`src/rtl/clkdiv_pkg.sv`:
```
// Shared definitions for the 4-channel clock divide/select block and its
// serial configuration front-end.
package clkdiv_pkg;

  localparam int unsigned CFG_W     = 35;
  localparam int unsigned CNT_W     = 6;

  localparam int unsigned SEL_LSB   = 0;
  localparam int unsigned SEL_W     = 2;
  localparam int unsigned DIV_W     = 8;
  localparam int unsigned DIV_A_LSB = 2;
  localparam int unsigned DIV_B_LSB = 10;
  localparam int unsigned DIV_C_LSB = 18;
  localparam int unsigned DIV_D_LSB = 26;
  localparam int unsigned EN_BIT    = 34;

  // Packed view of the configuration word, MSB (enable) first.
  typedef struct packed {
    logic             en;
    logic [DIV_W-1:0] div_d;
    logic [DIV_W-1:0] div_c;
    logic [DIV_W-1:0] div_b;
    logic [DIV_W-1:0] div_a;
    logic [SEL_W-1:0] sel;
  } clkdiv_cfg_t;

endpackage

```
`src/rtl/sync_rise_detect.sv`:
```
// Multi-stage synchronizer for an asynchronous input with a one-cycle
// rising-edge pulse on the synchronized level.
module sync_rise_detect #(
  parameter int unsigned SYNC_STAGES = 2
) (
  input  logic clk,
  input  logic rst,
  input  logic async_in,
  output logic sync_out,
  output logic rise
);

  logic [SYNC_STAGES-1:0] r_sync;
  logic                   r_dly;

  always_ff @(posedge clk) begin
    if (rst) begin
      r_sync <= '0;
      r_dly  <= 1'b0;
    end else begin
      r_sync <= {r_sync[SYNC_STAGES-2:0], async_in};
      r_dly  <= r_sync[SYNC_STAGES-1];
    end
  end

  assign sync_out = r_sync[SYNC_STAGES-1];
  assign rise     = r_sync[SYNC_STAGES-1] & ~r_dly;

endmodule

```
`src/rtl/cfg_serial_loader.sv`:
```
// Serial (sclk/sdata/latch) loader that assembles the divider configuration
// word and commits it atomically only when exactly CFG_W bits were shifted.
module cfg_serial_loader #(
  parameter int unsigned CFG_W       = clkdiv_pkg::CFG_W,
  parameter int unsigned SYNC_STAGES = 2
) (
  input  logic                         clk,
  input  logic                         rst,
  input  logic                         sclk_in,
  input  logic                         sdata_in,
  input  logic                         latch_in,
  output logic [CFG_W-1:0]             cfg_out,
  output logic                         cfg_valid,
  output logic                         cfg_error,
  output logic [clkdiv_pkg::CNT_W-1:0] bit_count
);

  import clkdiv_pkg::CNT_W;

  localparam logic [CNT_W-1:0] CNT_FULL = CNT_W'(CFG_W);
  localparam logic [CNT_W-1:0] CNT_MAX  = CNT_W'(CFG_W + 1);

  logic                   w_sclk_rise;
  logic                   w_latch_rise;
  logic                   w_sclk_sync_unused;
  logic                   w_latch_sync_unused;
  logic                   w_sdata_sync;
  logic [SYNC_STAGES-1:0] r_sdata_pipe;
  logic [CFG_W-1:0]       r_shadow;
  logic [CFG_W-1:0]       w_shadow_nxt;
  logic [CFG_W-1:0]       r_cfg;
  logic [CNT_W-1:0]       r_count;
  logic [CNT_W-1:0]       w_count_nxt;
  logic                   r_valid;
  logic                   r_error;

  sync_rise_detect #(.SYNC_STAGES(SYNC_STAGES)) u_sclk_sync (
    .clk      (clk),
    .rst      (rst),
    .async_in (sclk_in),
    .sync_out (w_sclk_sync_unused),
    .rise     (w_sclk_rise)
  );

  sync_rise_detect #(.SYNC_STAGES(SYNC_STAGES)) u_latch_sync (
    .clk      (clk),
    .rst      (rst),
    .async_in (latch_in),
    .sync_out (w_latch_sync_unused),
    .rise     (w_latch_rise)
  );

  // Data rides a pipe of the same depth so it stays aligned with its clock.
  assign w_sdata_sync = r_sdata_pipe[SYNC_STAGES-1];

  // Post-shift view: a same-cycle latch sees the bit shifted this cycle.
  always_comb begin
    w_shadow_nxt = r_shadow;
    w_count_nxt  = r_count;
    if (w_sclk_rise) begin
      w_shadow_nxt = {r_shadow[CFG_W-2:0], w_sdata_sync};
      if (r_count != CNT_MAX) begin
        w_count_nxt = r_count + CNT_W'(1);
      end
    end
  end

  always_ff @(posedge clk) begin
    if (rst) begin
      r_sdata_pipe <= '0;
      r_shadow     <= '0;
      r_count      <= '0;
      r_cfg        <= '0;
      r_valid      <= 1'b0;
      r_error      <= 1'b0;
    end else begin
      r_sdata_pipe <= {r_sdata_pipe[SYNC_STAGES-2:0], sdata_in};
      r_shadow     <= w_shadow_nxt;
      r_valid      <= 1'b0;
      r_error      <= 1'b0;
      if (w_latch_rise) begin
        r_count <= '0;
        if (w_count_nxt == CNT_FULL) begin
          r_cfg   <= w_shadow_nxt;
          r_valid <= 1'b1;
        end else begin
          r_error <= 1'b1;
        end
      end else begin
        r_count <= w_count_nxt;
      end
    end
  end

  assign cfg_out   = r_cfg;
  assign cfg_valid = r_valid;
  assign cfg_error = r_error;
  assign bit_count = r_count;

endmodule

```
`config.mk`:
```
export PLATFORM = sky130hd
export DESIGN_NAME = cfg_serial_loader
export DESIGN_NICKNAME = d
export VERILOG_FILES = /design/src/rtl/clkdiv_pkg.sv /design/src/rtl/sync_rise_detect.sv /design/src/rtl/cfg_serial_loader.sv
export SDC_FILE = /design/constraint.sdc
export NUM_CORES = 1
export LEC_CHECK = 0
export ABC_AREA = 1
export CORE_ASPECT_RATIO = 0.5
export CORE_MARGIN = 2
export CORE_UTILIZATION = 45
export CTS_CLUSTER_DIAMETER = 40
export DETAILED_ROUTE_END_ITERATION = 10
export HOLD_SLACK_MARGIN = 0.06
export PLACE_DENSITY = 0.69
export SKIP_CTS_REPAIR_TIMING = 1
export SYNTH_ARGS = -nofsm -noshare
export SYNTH_HDL_FRONTEND = slang
export SYNTH_SLANG_ARGS = --single-unit
```
`constraint.sdc`:
```
create_clock -name clk -period 2.6 [get_ports clk]
set_clock_uncertainty 0.15 [all_clocks]
set_input_delay 0.52 -clock clk [delete_from_list [all_inputs] [get_ports clk]]
set_output_delay 0.52 -clock clk [all_outputs]
set_load 0.005 [all_outputs]
```
== After elaboration in Yosys (flattened, before gate mapping) ==
Cells that the tools add are included.
W data, S select, Z words.

* Bits in registers: 86
* Input bits: 5
* Logic and storage cells: 26

* Add/sub/neg operators: 1
* Equal/unequal tests: 2
* Mux-type cells: 5
* Bitwise gates (word level): 5
* Reduce and logical (&&, ||, !) cells: 3

{| class="wikitable"
|+ Operator list
! kind !! number
|-
| $mux W35 || 1
|-
| $mux W6 || 2
|-
| $add A6 B1 Y6 const B || 1
|-
| $eq A6 B6 Y1 const B || 1
|-
| $ne A6 B6 Y1 const B || 1
|-
| $reduce_or A2 Y1 || 2
|-
| $not A1 Y1 || 3
|-
| $and A1 B1 Y1 || 2
|-
| $mux W1 || 2
|-
| $reduce_and A2 Y1 || 1
|}

== Depth between registers and ports, before layout ==
* Word-level depth: 5
* Gate-level depth with buffers: 15
* Depth with buffers taken out: 14

== Hierarchy ==
A second synthesis with hierarchy kept.

* Cell total of the unflattened synthesis: 471
* Area total of the unflattened synthesis: 3,573.4 um^2

{| class="wikitable"
|+ Modules (own cells, without submodules)
! module !! instances !! cells an instance !! area an instance (um^2) !! seq. area each (um^2)
|-
| cfg_serial_loader || 1 || 451 || 3,400.8 || 1,601.5
|-
| sync_rise_detect || 2 || 10 || 86.3 || 60.1
|}

== Least setup slack after synthesis ==
OpenSTA, ideal clock, no wires.

* Path kind: reg-to-reg
* Start point: register r_count[0], in the netlist bit_count[0]
* End point: register r_cfg[10], in the netlist cfg_out[10]
* Setup time: 0.064 ns
* Arrival: 1.662 ns
* Required time: 2.386 ns
* Setup slack: 0.724 ns
* Stages on the path, launching flop included: 14
* Buffers on the path: 1
* Period minus slack after synthesis: 1.876 ns
* Path through: dfxtp_1 -> inv_1 -> ha_1 -> nand2_1 -> nor2_1 -> nand3_1 -> nand3_1 -> nand2_1 -> nor2_4 -> nand3_4 -> buf_6 -> nand2_1 -> inv_1 -> nor2_1

* Word-level cells in the longest chain between the ends: 5
* Elaborated cells between the ends (all ways): 6

{| class="wikitable"
|+ RTL lines
! what !! RTL line !! RTL
|-
| start: declaration || cfg_serial_loader.sv:32 || <nowiki>logic [CNT_W-1:0] r_count;</nowiki>
|-
| start signal: assignment || cfg_serial_loader.sv:90 || <nowiki>r_count <= w_count_nxt;</nowiki>
|-
| $add A6 B1 Y6 / $ne A6 B6 Y1 (equally long branches) || cfg_serial_loader.sv:63, cfg_serial_loader.sv:62 ||
|-
| $mux W6 || cfg_serial_loader.sv:62 || <nowiki>if (r_count != CNT_MAX) begin</nowiki>
|-
| $mux W6 (*) || cfg_serial_loader.sv:60 || <nowiki>if (w_sclk_rise) begin</nowiki>
|-
| $eq A6 B6 Y1 (*) || cfg_serial_loader.sv:83 || <nowiki>if (w_count_nxt == CNT_FULL) begin</nowiki>
|-
| $reduce_and A2 Y1 (no line) (*) || - ||
|-
| end signal: assignment || cfg_serial_loader.sv:84 || <nowiki>r_cfg <= w_shadow_nxt;</nowiki>
|-
| end: declaration || cfg_serial_loader.sv:31 || <nowiki>logic [CFG_W-1:0] r_cfg;</nowiki>
|}

Mark *: on every way between the ends. The rest lies on a longest branch, timed or not.
A chain may end at the register's enable or synchronous reset.

== Final worst setup path ==
* Start point: register r_count[0], in the netlist bit_count[0]
* End point: register r_cfg[0], in the netlist cfg_out[0]

Same word-level chain as after synthesis.

==> results.md <==
- Global Route Usage Sum: 18.1%
- ANT nets after route: 0
- Final setup margin: 476 ps
- Antenna violations before repair: 0
- Initial DRC Count: 226
- Synth warn: 0
- Most common cell after layout, fill and taps aside: nand2_1
- Maxcap violations: 0
- Synth Cell Area: 0.00360 sq mm
- Initial Util: 47.7%
- Mapped Cells: 520
- N_diodes: 0
- Synthesized net count: 527
- Die Width: 131 um
- Crit path required time: 2730 ps
- Number of nets in the final layout: 565
- CP Max Fanout: 36
- Max Freq: 0.471 GHz
- Seq/Total Area, Yosys: 47.8%
- Worst-path clk slew: 60 ps
- Critical path capture point type: flop
- DR WL/cell: 10.6 um
- Core area: 0.00754 sq mm
- Layout cells sized above 1: 5.51%
- Commonest non-fill, non-tap cells in the layout: nand2_1, inv_1, nor2_1
- Worst-margin pin slew: 893 ps
- Final wirelength: 7100 um
- Setup violators final: 0
- Row cnt: 22
- Min Clock Period, post-route: 2120 ps
- Multi-input logic area: 0.00135 sq mm
- Distinct cells, synth: 21
- Clk_lat worst skew: 340 ps
- Post-DP HPWL: 4400 um
- Outcome: finished, final reports clean
- Synthesized flop and latch total: 86
- Class of the worst hold path: reg2reg
- Total congestion overflow: 0
- Worst Setup Path Type: reg2reg
- Largest net degree at the start of global routing: 45
- Avg Cell Area, Syn: 6.92 sq um
- Die Y: 67.3 um
- Residual DRC: 0
- Worst EP arrival: 2250 ps
- Final Power: 0.00281 W
- DP Area: 0.00413 sq mm
- Leakage: 1.96 nW
- Place WS: 466 ps
- Adder-Cell Fraction of Synth Area: 0.695%
- CTS sink count: 86
- Buffers on Ports: 47
- Crit path launch type: flop
- Synth Area in Compound Gates: 5.49%
- CTS Root Cell: clkbuf_16
- Vias: 3,091
- Max rail drop VDD: 456 uV
- Synth Area in XOR/XNOR: 0.243%
- TritonCTS Buffers: 9
- Mux cell area share after synthesis: 0.278%
- Post-synthesis simple-gate area fraction: 30.7%
- Global placer's final weighted congestion: 0.788
- First-pass GRT wire length: 12,300 um
- Relative slew slack: 40.4%
- Slew Limit Fails: 0
- Final period util: 81.7%
- I/O pins: 48
- FF+latch area: 0.00172 sq mm
- Die ar.: 0.00878 sq mm
- Power density over the cells: 635 mW/mm^2
- Initial DRT Pass Iterations: 4
- CTS tree: built
- Vias in the first global route: 2,807
- Fill count: 723
- Area Growth Syn to Fin: 23.0%
- Hold Vio Cnt, Final: 0
- Setup tns final: 0 ps
- Clock Path Buffers: 2
- H-tree levels: 3
- Routed vias/inst: 4.61
- Fin area: 0.00443 sq mm
- RSZ-0062 raised after global routing: false
- Combinational family with the most area after synthesis: simple AND/OR/NAND/NOR gates
==> sequential cells by signal, summed over array words and instances, names as in the netlist <==
register,cells
u_sclk_sync.r_dly,1
u_latch_sync.r_dly,1
u_latch_sync.r_sync,2
cfg_valid,1
bit_count,6
u_sclk_sync.r_sync,2
cfg_error,1
r_shadow,35
r_sdata_pipe,2
cfg_out,35
==> stage by stage <==
stage               instances  hold slack [ps]  util [%]
floorplan                 520              238         -
global placement          655              244      54.7
detailed placement        655              243      54.7
CTS                       671              256      58.7
global route              671              283      58.7
finish                    671              251      58.7
==> power by group <==
group	switching (W)	internal [W]	leakage (nW)	total, W
clock network	0.000501	0.000791	0.152	0.00129
registers	0.0000113	0.00135	0.698	0.00136
logic	0.000109	0.0000483	1.11	0.000157
total	0.000621	0.00219	1.96	0.00281
==> kinds of logic (layout without fill, tap and decap cells) <==
family / after synthesis / in the layout
AND/OR/NAND/NOR: 258 / 258
AO/OA/AOI/OAI: 39 / 39
adder cells (fa/ha/maj): 2 / 2
multiplexers: 1 / 1
flip-flops: 86 / 86
buffers and inverters: 133 / 176
XOR/XNOR: 1 / 1
==> cells in the mapped netlist <==
library cell,n,area (sq um)
buf_6,3,33.8
o21ai_1,2,10.0
o21bai_1,1,7.51
o21ai_0,34,170
ha_1,2,25.0
a21oi_1,2,10.0
xor2_1,1,8.76
nand3_1,7,35.0
inv_1,103,387
nor2_4,3,33.8
mux2i_1,1,10.0
buf_2,8,40.0
nand4_1,36,225
nor2_1,88,330
dfxtp_1,86,1720
clkbuf_1,14,52.6
nor2_2,1,6.26
buf_1,2,7.51
nand3_4,1,17.5
inv_2,3,11.3
nand2_1,122,458
==> worst max-delay path, cell delays in order (launching register included) <==
cell and delay [ps]:
dfxtp_1 330, inv_1 110, ha_1 150, nand2_1 50, nor2_1 120, nand3_1 120
nand3_1 130, nand2_1 90, nor2_4 120, nand3_4 350, nand2_1 180, inv_1 60
nor2_1 100
==> routing by layer <==
metal	wire length, um	share of wire (%)	vias up	GRT usage, %
met5	0	0	-	0
li1	-	-	1639	-
met3	360	5.1	7	6.81
met4	84	1.2	0	6.12
met1	3470	49	1390	21.8
met2	3190	45	55	30.3
==> area by class of cell <==
class	count	share of cell area [%]
Clock buffer	12	5.79
Clock inverter	4	1.02
Inverter	106	8.98
Multi-Input combinational cell	301	30.5
Sequential cell	86	38.9
Tap cell	108	3.05
Timing Repair Buffer	54	11.8
==> final timing paths <==
check	startpoint	to	slack, ps	cells after the start
max	bit_count[0]	cfg_out[0]	480	12
min	r_sdata_pipe[0]	r_sdata_pipe[1]	250	2
max reg2reg	bit_count[0]	cfg_out[0]	480	12
min reg2reg	r_sdata_pipe[0]	r_sdata_pipe[1]	250	2
Power figures use the tool's default switching activity.
